### config.mk
export PLATFORM = sky130hd
export DESIGN_NAME = qep_emulator
export DESIGN_NICKNAME = d
export VERILOG_FILES = /design/src/rtl/qep_pkg.sv /design/src/rtl/qep_rate_gen.sv /design/src/rtl/qep_emulator.sv
export SDC_FILE = /design/constraint.sdc
export NUM_CORES = 1
export LEC_CHECK = 0
export ABC_AREA = 1
export CAP_MARGIN = 25
export CORE_MARGIN = 3
export CORE_UTILIZATION = 63
export DETAILED_ROUTE_END_ITERATION = 10
export PLACE_DENSITY = 0.88
export SETUP_SLACK_MARGIN = 0.4
export SLEW_MARGIN = 20
export SYNTH_ARGS = -nofsm -noshare
export SYNTH_HDL_FRONTEND = slang
export SYNTH_SLANG_ARGS = --single-unit
### constraint.sdc
create_clock -name clk -period 8.9 [get_ports clk]
set_input_delay 1.78 -clock clk [delete_from_list [all_inputs] [get_ports clk]]
set_output_delay 1.78 -clock clk [all_outputs]
set_load 0.02 [all_outputs]
### src/rtl/qep_pkg.sv
// Shared quadrature definitions: phase encodings, default widths and the
// Gray-sequence step helper used by both the emulator and the decoder.
package qep_pkg;
  localparam int QEP_PERIOD_W = 24;
  localparam int QEP_POS_W    = 32;

  // Encoding is {A,B} so the outputs come straight off the phase flops.
  typedef enum logic [1:0] {
    S0 = 2'b00,
    S1 = 2'b10,
    S2 = 2'b11,
    S3 = 2'b01
  } qep_phase_e;

  function automatic qep_phase_e qep_step(input qep_phase_e ph, input logic fwd);
    qep_phase_e nx;
    case (ph)
      S0:      nx = fwd ? S1 : S3;
      S1:      nx = fwd ? S2 : S0;
      S2:      nx = fwd ? S3 : S1;
      default: nx = fwd ? S0 : S2;
    endcase
    return nx;
  endfunction
endpackage

### src/rtl/qep_rate_gen.sv
// Edge-rate generator: issues a one-cycle step every `period` clocks while enabled.
module qep_rate_gen
  import qep_pkg::*;
#(
  parameter int PERIOD_W = QEP_PERIOD_W
) (
  input  logic                clk,
  input  logic                rst,
  input  logic                enable,
  input  logic [PERIOD_W-1:0] period,
  output logic                step
);
  localparam logic [PERIOD_W-1:0] ONE = PERIOD_W'(1);

  logic [PERIOD_W-1:0] tick_cnt;
  logic                run;

  assign run  = enable && (period != '0);
  // Compare with >= so a shortened period fires on the very next cycle.
  assign step = run && (tick_cnt >= period - ONE);

  always_ff @(posedge clk) begin
    if (rst)              tick_cnt <= '0;
    else if (!run || step) tick_cnt <= '0;
    else                  tick_cnt <= tick_cnt + ONE;
  end
endmodule

### src/rtl/qep_emulator.sv
// Quadrature encoder emulator: paced A/B Gray sequence with index pulse
// and a signed edge-position counter, all outputs registered.
module qep_emulator
  import qep_pkg::*;
#(
  parameter int PERIOD_W = QEP_PERIOD_W,
  parameter int POS_W    = QEP_POS_W
) (
  input  logic                clk,
  input  logic                rst,
  input  logic                enable,
  input  logic                dir,
  input  logic [PERIOD_W-1:0] period,
  input  logic [POS_W-1:0]    counts_per_rev,
  input  logic                load,
  input  logic [POS_W-1:0]    load_value,
  output logic                qep_a,
  output logic                qep_b,
  output logic                qep_i,
  output logic [POS_W-1:0]    position,
  output logic                edge_strobe
);
  localparam logic [POS_W-1:0] ONE_P = POS_W'(1);

  qep_phase_e       phase, phase_nxt;
  logic [POS_W-1:0] rev_pos, rev_nxt;
  logic             step;
  logic             idx_en;

  // A load restarts the rate counter so the next step is a full period out.
  qep_rate_gen #(.PERIOD_W(PERIOD_W)) u_rate (
    .clk    (clk),
    .rst    (rst || load),
    .enable (enable),
    .period (period),
    .step   (step)
  );

  assign idx_en = (counts_per_rev != '0);

  always_ff @(posedge clk) begin
    if (rst) phase <= S0;
    else     phase <= phase_nxt;
  end

  always_comb begin
    phase_nxt = phase;
    if (load)      phase_nxt = S0;
    else if (step) phase_nxt = qep_step(phase, dir);
  end

  always_comb begin
    qep_a = phase[1];
    qep_b = phase[0];
  end

  // rev_pos beyond a shrunken counts_per_rev snaps back to 0 going forward.
  always_comb begin
    rev_nxt = rev_pos;
    if (!idx_en)                               rev_nxt = '0;
    else if (dir)                              rev_nxt = (rev_pos >= counts_per_rev - ONE_P) ? '0 : rev_pos + ONE_P;
    else                                       rev_nxt = (rev_pos == '0) ? counts_per_rev - ONE_P : rev_pos - ONE_P;
  end

  always_ff @(posedge clk) begin
    if (rst) begin
      position    <= '0;
      rev_pos     <= '0;
      qep_i       <= 1'b0;
      edge_strobe <= 1'b0;
    end else if (load) begin
      position    <= load_value;
      rev_pos     <= '0;
      qep_i       <= idx_en;
      edge_strobe <= 1'b0;
    end else if (step) begin
      position    <= dir ? position + ONE_P : position - ONE_P;
      rev_pos     <= rev_nxt;
      qep_i       <= idx_en && (rev_nxt == '0);
      edge_strobe <= 1'b1;
    end else begin
      edge_strobe <= 1'b0;
    end
  end
endmodule

* Word level (Yosys, flattened, before mapping) *
Cells that the tools add are included.
W data, S select, Z words.

operators by class
  reductions and logical operators = 14
  $add $sub $neg = 7
  divide/modulo/power cells = 0
  multiply operators = 0
  bitwise logic cells = 0
  muxes and demuxes = 15
  $lt $le $gt $ge = 2
  eq/ne operators = 2
  shifts and indexed selects = 0

operator list
  cell                     count
  $mux W32                 7
  $sub A32 B1 Y32 const B  3
  $add A32 B1 Y32 const B  2
  $logic_not A32 Y1        2
  $ge A32 B32 Y1           1
  $reduce_bool A32 Y1      1
  $add A24 B1 Y24 const B  1
  $ge A24 B24 Y1           1
  $reduce_bool A24 Y1      1
  $sub A24 B1 Y24 const B  1
  $mux W2                  4
  $pmux W2 S3              1
  $eq A2 B2 Y1 const B     2
  $reduce_or A2 Y1         2
  $logic_and A1 B1 Y1      3
  $mux W1                  3
  $logic_not A2 Y1         1
  $logic_or A1 B1 Y1       2
  $reduce_bool A2 Y1       1
  $logic_not A1 Y1         1

word-level totals
  memories = 0
  logic and storage cells = 46
  RAM bits = 0
  memory bits (read-only) = 0
  register bits after elaboration = 92
  input bits = 93
  output and inout bits = 36
  bits in latches = 0

* Longest topological paths before layout *
  word-level depth = 9
  mapped depth = 27
  mapped depth without buffers = 26

* Cells and area by module *
A second synthesis with hierarchy kept.

unflattened totals
  cells, all modules = 1,937
  area, all modules = 11,564.8 µm²

by module, submodules not included
  module        seq. area each (µm²)  cells an instance  area an instance (µm²)  instances
  qep_emulator  1,361.3               1,572              9,100.0                 1
  qep_rate_gen  480.5                 365                2,464.9                 1

* Worst setup path after synthesis *
OpenSTA, ideal clock, no wires.

  kind = input-to-reg
  start point = in period[4]
  end point = reg position[13]
  required time = 8.825 ns
  data arrival time = 4.967 ns
  stages on the path = 18
  path buffers = 2
  setup time = 0.075 ns
  slack = 3.859 ns
  path through = or4_1 nor2_1 nand2_1 or3_1 nor2_2 nand2_1 xor2_1 ha_1 nand4_1 nor2_1 nand4_1 nand4_1 nand2_1 nor2_1 clkbuf_1 buf_2 nand2_1 a31oi_1

between the ends
  word-level cells in the longest chain between the ends = 4
  elaborated cells between the ends (all ways) = 6
  classes of those cells = add/sub (1); order compare (1); reduce/logical (4)

RTL lines
  what                                                           line                                    text
  start: declaration                                             qep_emulator.sv:13                      input logic [PERIOD_W-1:0] period,
  $sub A24 B1 Y24 / $reduce_bool A24 Y1 (equally long branches)  qep_rate_gen.sv:20, qep_rate_gen.sv:18
  $ge A24 B24 Y1 / $logic_and A1 B1 Y1 (equally long branches)   qep_rate_gen.sv:20, qep_rate_gen.sv:18
  $logic_and A1 B1 Y1 *                                          qep_rate_gen.sv:20                      assign step = run && (tick_cnt >= period - ONE);
  $reduce_bool A2 Y1 (no source line) *                          --
  end signal: assignment                                         qep_emulator.sv:72                      position <= load_value;
  end signal: assignment                                         qep_emulator.sv:77                      position <= dir ? position + ONE_P : position - ONE_P;
  end: declaration                                               qep_emulator.sv:20                      output logic [POS_W-1:0] position,

Mark *: on every way between the ends. The rest lies on a longest branch, timed or not.
A chain may end at the register's enable or synchronous reset.

* Final worst setup path *
  start point = in period[5]
  end point = reg position[29]

Same word-level chain as after synthesis.

==> results.md <==
* Status: finished clean
* CP Launch Type: primary input
* Share of layout cells above drive strength 1 at 5.72%
* Clock-pin slew on the worst setup and hold paths at 0.07 ns
* DRT Wirelength at around 36000 µm
* Die X-Extent at 139 µm
* CTS tree: done
* Final worst-path cycle share at 64.6%
* Antenna violations before repair at 0
* Post-synth EDFFs at 0
* DRT iter0 DRCs at 1250
* Hold Vio Cnt, Final at 0
* Synth area leader: nand2_1
* Synth unique cells at between 50 and 60
* Post-CTS setup repair buffer count at 0
* Post-synth ARST share at 0%
* First-pass GRT wire length at around 59000 µm
* Max VDD drop at 98.0 µV
* Setup violators final at 0
* Largest net degree at the start of global routing at 69
* GRT overflow at 0
* Launch point of the worst path: period[5]
* Hold Buf Count CTS at 0
* Count leader, synth: nand2_1
* Setup Skew at 0.0175 ns
* Core footprint at 0.0169 mm²
* Post-synth top area share at between 10% and 20%
* Cts bufs inserted at 9
* Resized cells post-CTS at 0
* Synthesized Nets at 2040
* # diodes at 0
* Die height at roughly 140 µm
* Max frequency at 174 MHz
* Worst-margin pin slew at ~0.87 ns
* Final TNS setup at 0 ns
* Worst setup EP type: flop
* Hold WC Path Type: reg2reg
* Dpl cell area at 0.0124 mm²
* Final HPWL DP at 28100 µm
* WL/cell at 16.8 µm
* Root Driver: clkbuf_16
* Relative slew slack at 41.9%
* Syn Area/Cell at 5.99 µm²
* Maximum fanout along the worst path at 29
* Gr usage total at 36.3%
* TritonCTS Sinks at a little over 90
* FF-to-FF End: qep_i$_SDFFE_PP0P_
* Clock tree buffer depth at 2
* Vias in the first global route at 12300
* P&R area growth vs syn at 14.5%
* Post-synthesis sequential area ratio at 16.6%
* Routability cong. at 0.999
* Yosys Warn Count at 0
* Clock Latency Late Sink at 0.37 ns
* Synth Instances at around 1900
* CP Capture Point: position[29]$_SDFFE_PP0P_
* Detailed-route vias per instance at 5.98
* Vias after detailed routing at 12900
* Critical Path AT at 6.05 ns
* Fin crit period at 5.75 ns
* # IOs at 129
* FF-to-FF Start: rev_pos[0]$_SDFFE_PP0P_
* Dpl cells at roughly 2100
* FF+latch count, synth at 92
* Reg2Reg Setup Slack at around 5.6 ns
* Crit path required time at 9.20 ns
* Post-Layout Cell Count at 2160
* PwrDens at 89.2 mW/mm²
* Crit Path Category: in2reg
* Design area at 0.0127 mm²
* RSZ-0062 raised after global routing: no
* Primary FF master, synth: dfxtp_1
* DRC Markers at 0
* Die area at 0.0192 mm²
* Register-to-Register Path Depth at 20
* Final ANT Viol Nets at 0
* Slew Limit Fails at 0
* Initial Util at between 60% and 70%
* Maxcap violations at 0
* Synth top cells by count: 529 x nand2_1, 254 x nor2_1, 140 x inv_1
* Mapped cell area at 0.0111 mm²
* Port Buffers at 128
* Total power at 1130 µW
* Nets at 2123
* Site Rows at 47
* H-tree Lvls at 3
* Lkg Pwr at 0.00570 µW
* TritonRoute pass-1 iters at 8
* Top post-synthesis cells by area: nand2_1 18%, dfxtp_1 17%, ha_1 11%, nor2_1 8.6%, nand3_1 5.6%
-- routing by layer --
metal	track usage, %	routed length [µm]	vias to the layer above
li1	-	-	6309
met1	45.4	14300	5752
met2	60.5	16700	697
met3	5.76	3300	152
met4	18.4	1910	0
met5	0	0	-
-- power by group --
| group | internal [µW] | leakage (µW) | switching, µW |
|---|---|---|---|
| Clock | 220 | 0.000150 | 181 |
| Combinational | 127 | 0.00480 | 175 |
| Sequential | 420 | 0.000747 | 9.09 |
| Total | 767 | 0.00570 | 365 |
-- cell usage in the layout (no fill, tap or decap), drive strengths merged, types with 36 or more instances in the layout --
master	Yosys	routed
ha	94	94
nor3	36	36
nand3	128	128
inv	154	157
nor2	290	290
xor2	64	64
o21ai	77	77
a21oi	119	119
nand4	40	40
clkdlybuf4s50	0	128
dfxtp	92	92
nand2	542	542
-- worst min path at each step --
stage	end	slack [ns]	start	cells past startpoint
floorplan	u_rate.tick_cnt[0]$_SDFF_PP0_	0.44	u_rate.tick_cnt[0]$_SDFF_PP0_	1
global placement	u_rate.tick_cnt[0]$_SDFF_PP0_	0.47	u_rate.tick_cnt[0]$_SDFF_PP0_	1
detailed placement	qep_i$_SDFFE_PP0P_	0.47	qep_i$_SDFFE_PP0P_	2
CTS	qep_i$_SDFFE_PP0P_	0.48	qep_i$_SDFFE_PP0P_	2
global route	qep_i$_SDFFE_PP0P_	0.52	qep_i$_SDFFE_PP0P_	2
finish	qep_i$_SDFFE_PP0P_	0.49	qep_i$_SDFFE_PP0P_	2
-- worst max-delay path, stage by stage --
cell             delay (ns)
clkdlybuf4s50_1        0.51
or4_1                  0.58
nor2_1                 0.22
nand2_1                0.11
or3_1                  0.39
nor2_2                 0.18
a22oi_1                0.12
ha_1                   0.28
nand2_1                0.05
inv_1                  0.10
nand3_1                0.10
nor2_1                 0.18
nand4_1                0.12
nand4_1                0.14
nand2_1                0.15
nor2_4                 0.56
o21ai_0                0.19
a21oi_1                0.15
nor2_1                 0.06
nor2_1                 0.08
-- registers in the layout, indices dropped and copies added, names as in the netlist --
| name | flops |
|---|---|
| u_rate.tick_cnt | 24 |
| qep_i | 1 |
| phase | 2 |
| rev_pos | 32 |
| edge_strobe | 1 |
| position | 32 |
-- layout make-up --
type                            count  area (µm²)
Fill cell                        1438        4240
Clock buffer                        9         225
Tap cell                          220         275
Clock inverter                      7        75.1
Sequential cell                    92        1840
Multi-Input combinational cell   1539        8340
Inverter                          156         586
Timing Repair Buffer              137        1360
-- cells by family after synthesis --
logic type      Yosys count  share of synthesized area, %
compound gates          272                          13.8
xor+xnor                 95                          7.50
fa+ha+maj                95                          10.8
buf+inv                 221                          8.31
flops                    92                          16.6
simple gates           1077                          43.0
-- stage by stage --
| step | worst slack, ns | util (%) | hold slack, ns |
|---|---|---|---|
| after global routing | 2.61 | 75.0 | 0.521 |
| final | 3.15 | 75.0 | 0.486 |
| after detailed placement | 2.35 | 73.1 | 0.469 |
| after CTS | 2.72 | 74.9 | 0.485 |
| after global placement | 2.51 | 73.1 | 0.467 |
| after floorplan | 3.86 | - | 0.441 |
Power figures use the tool's default switching activity.
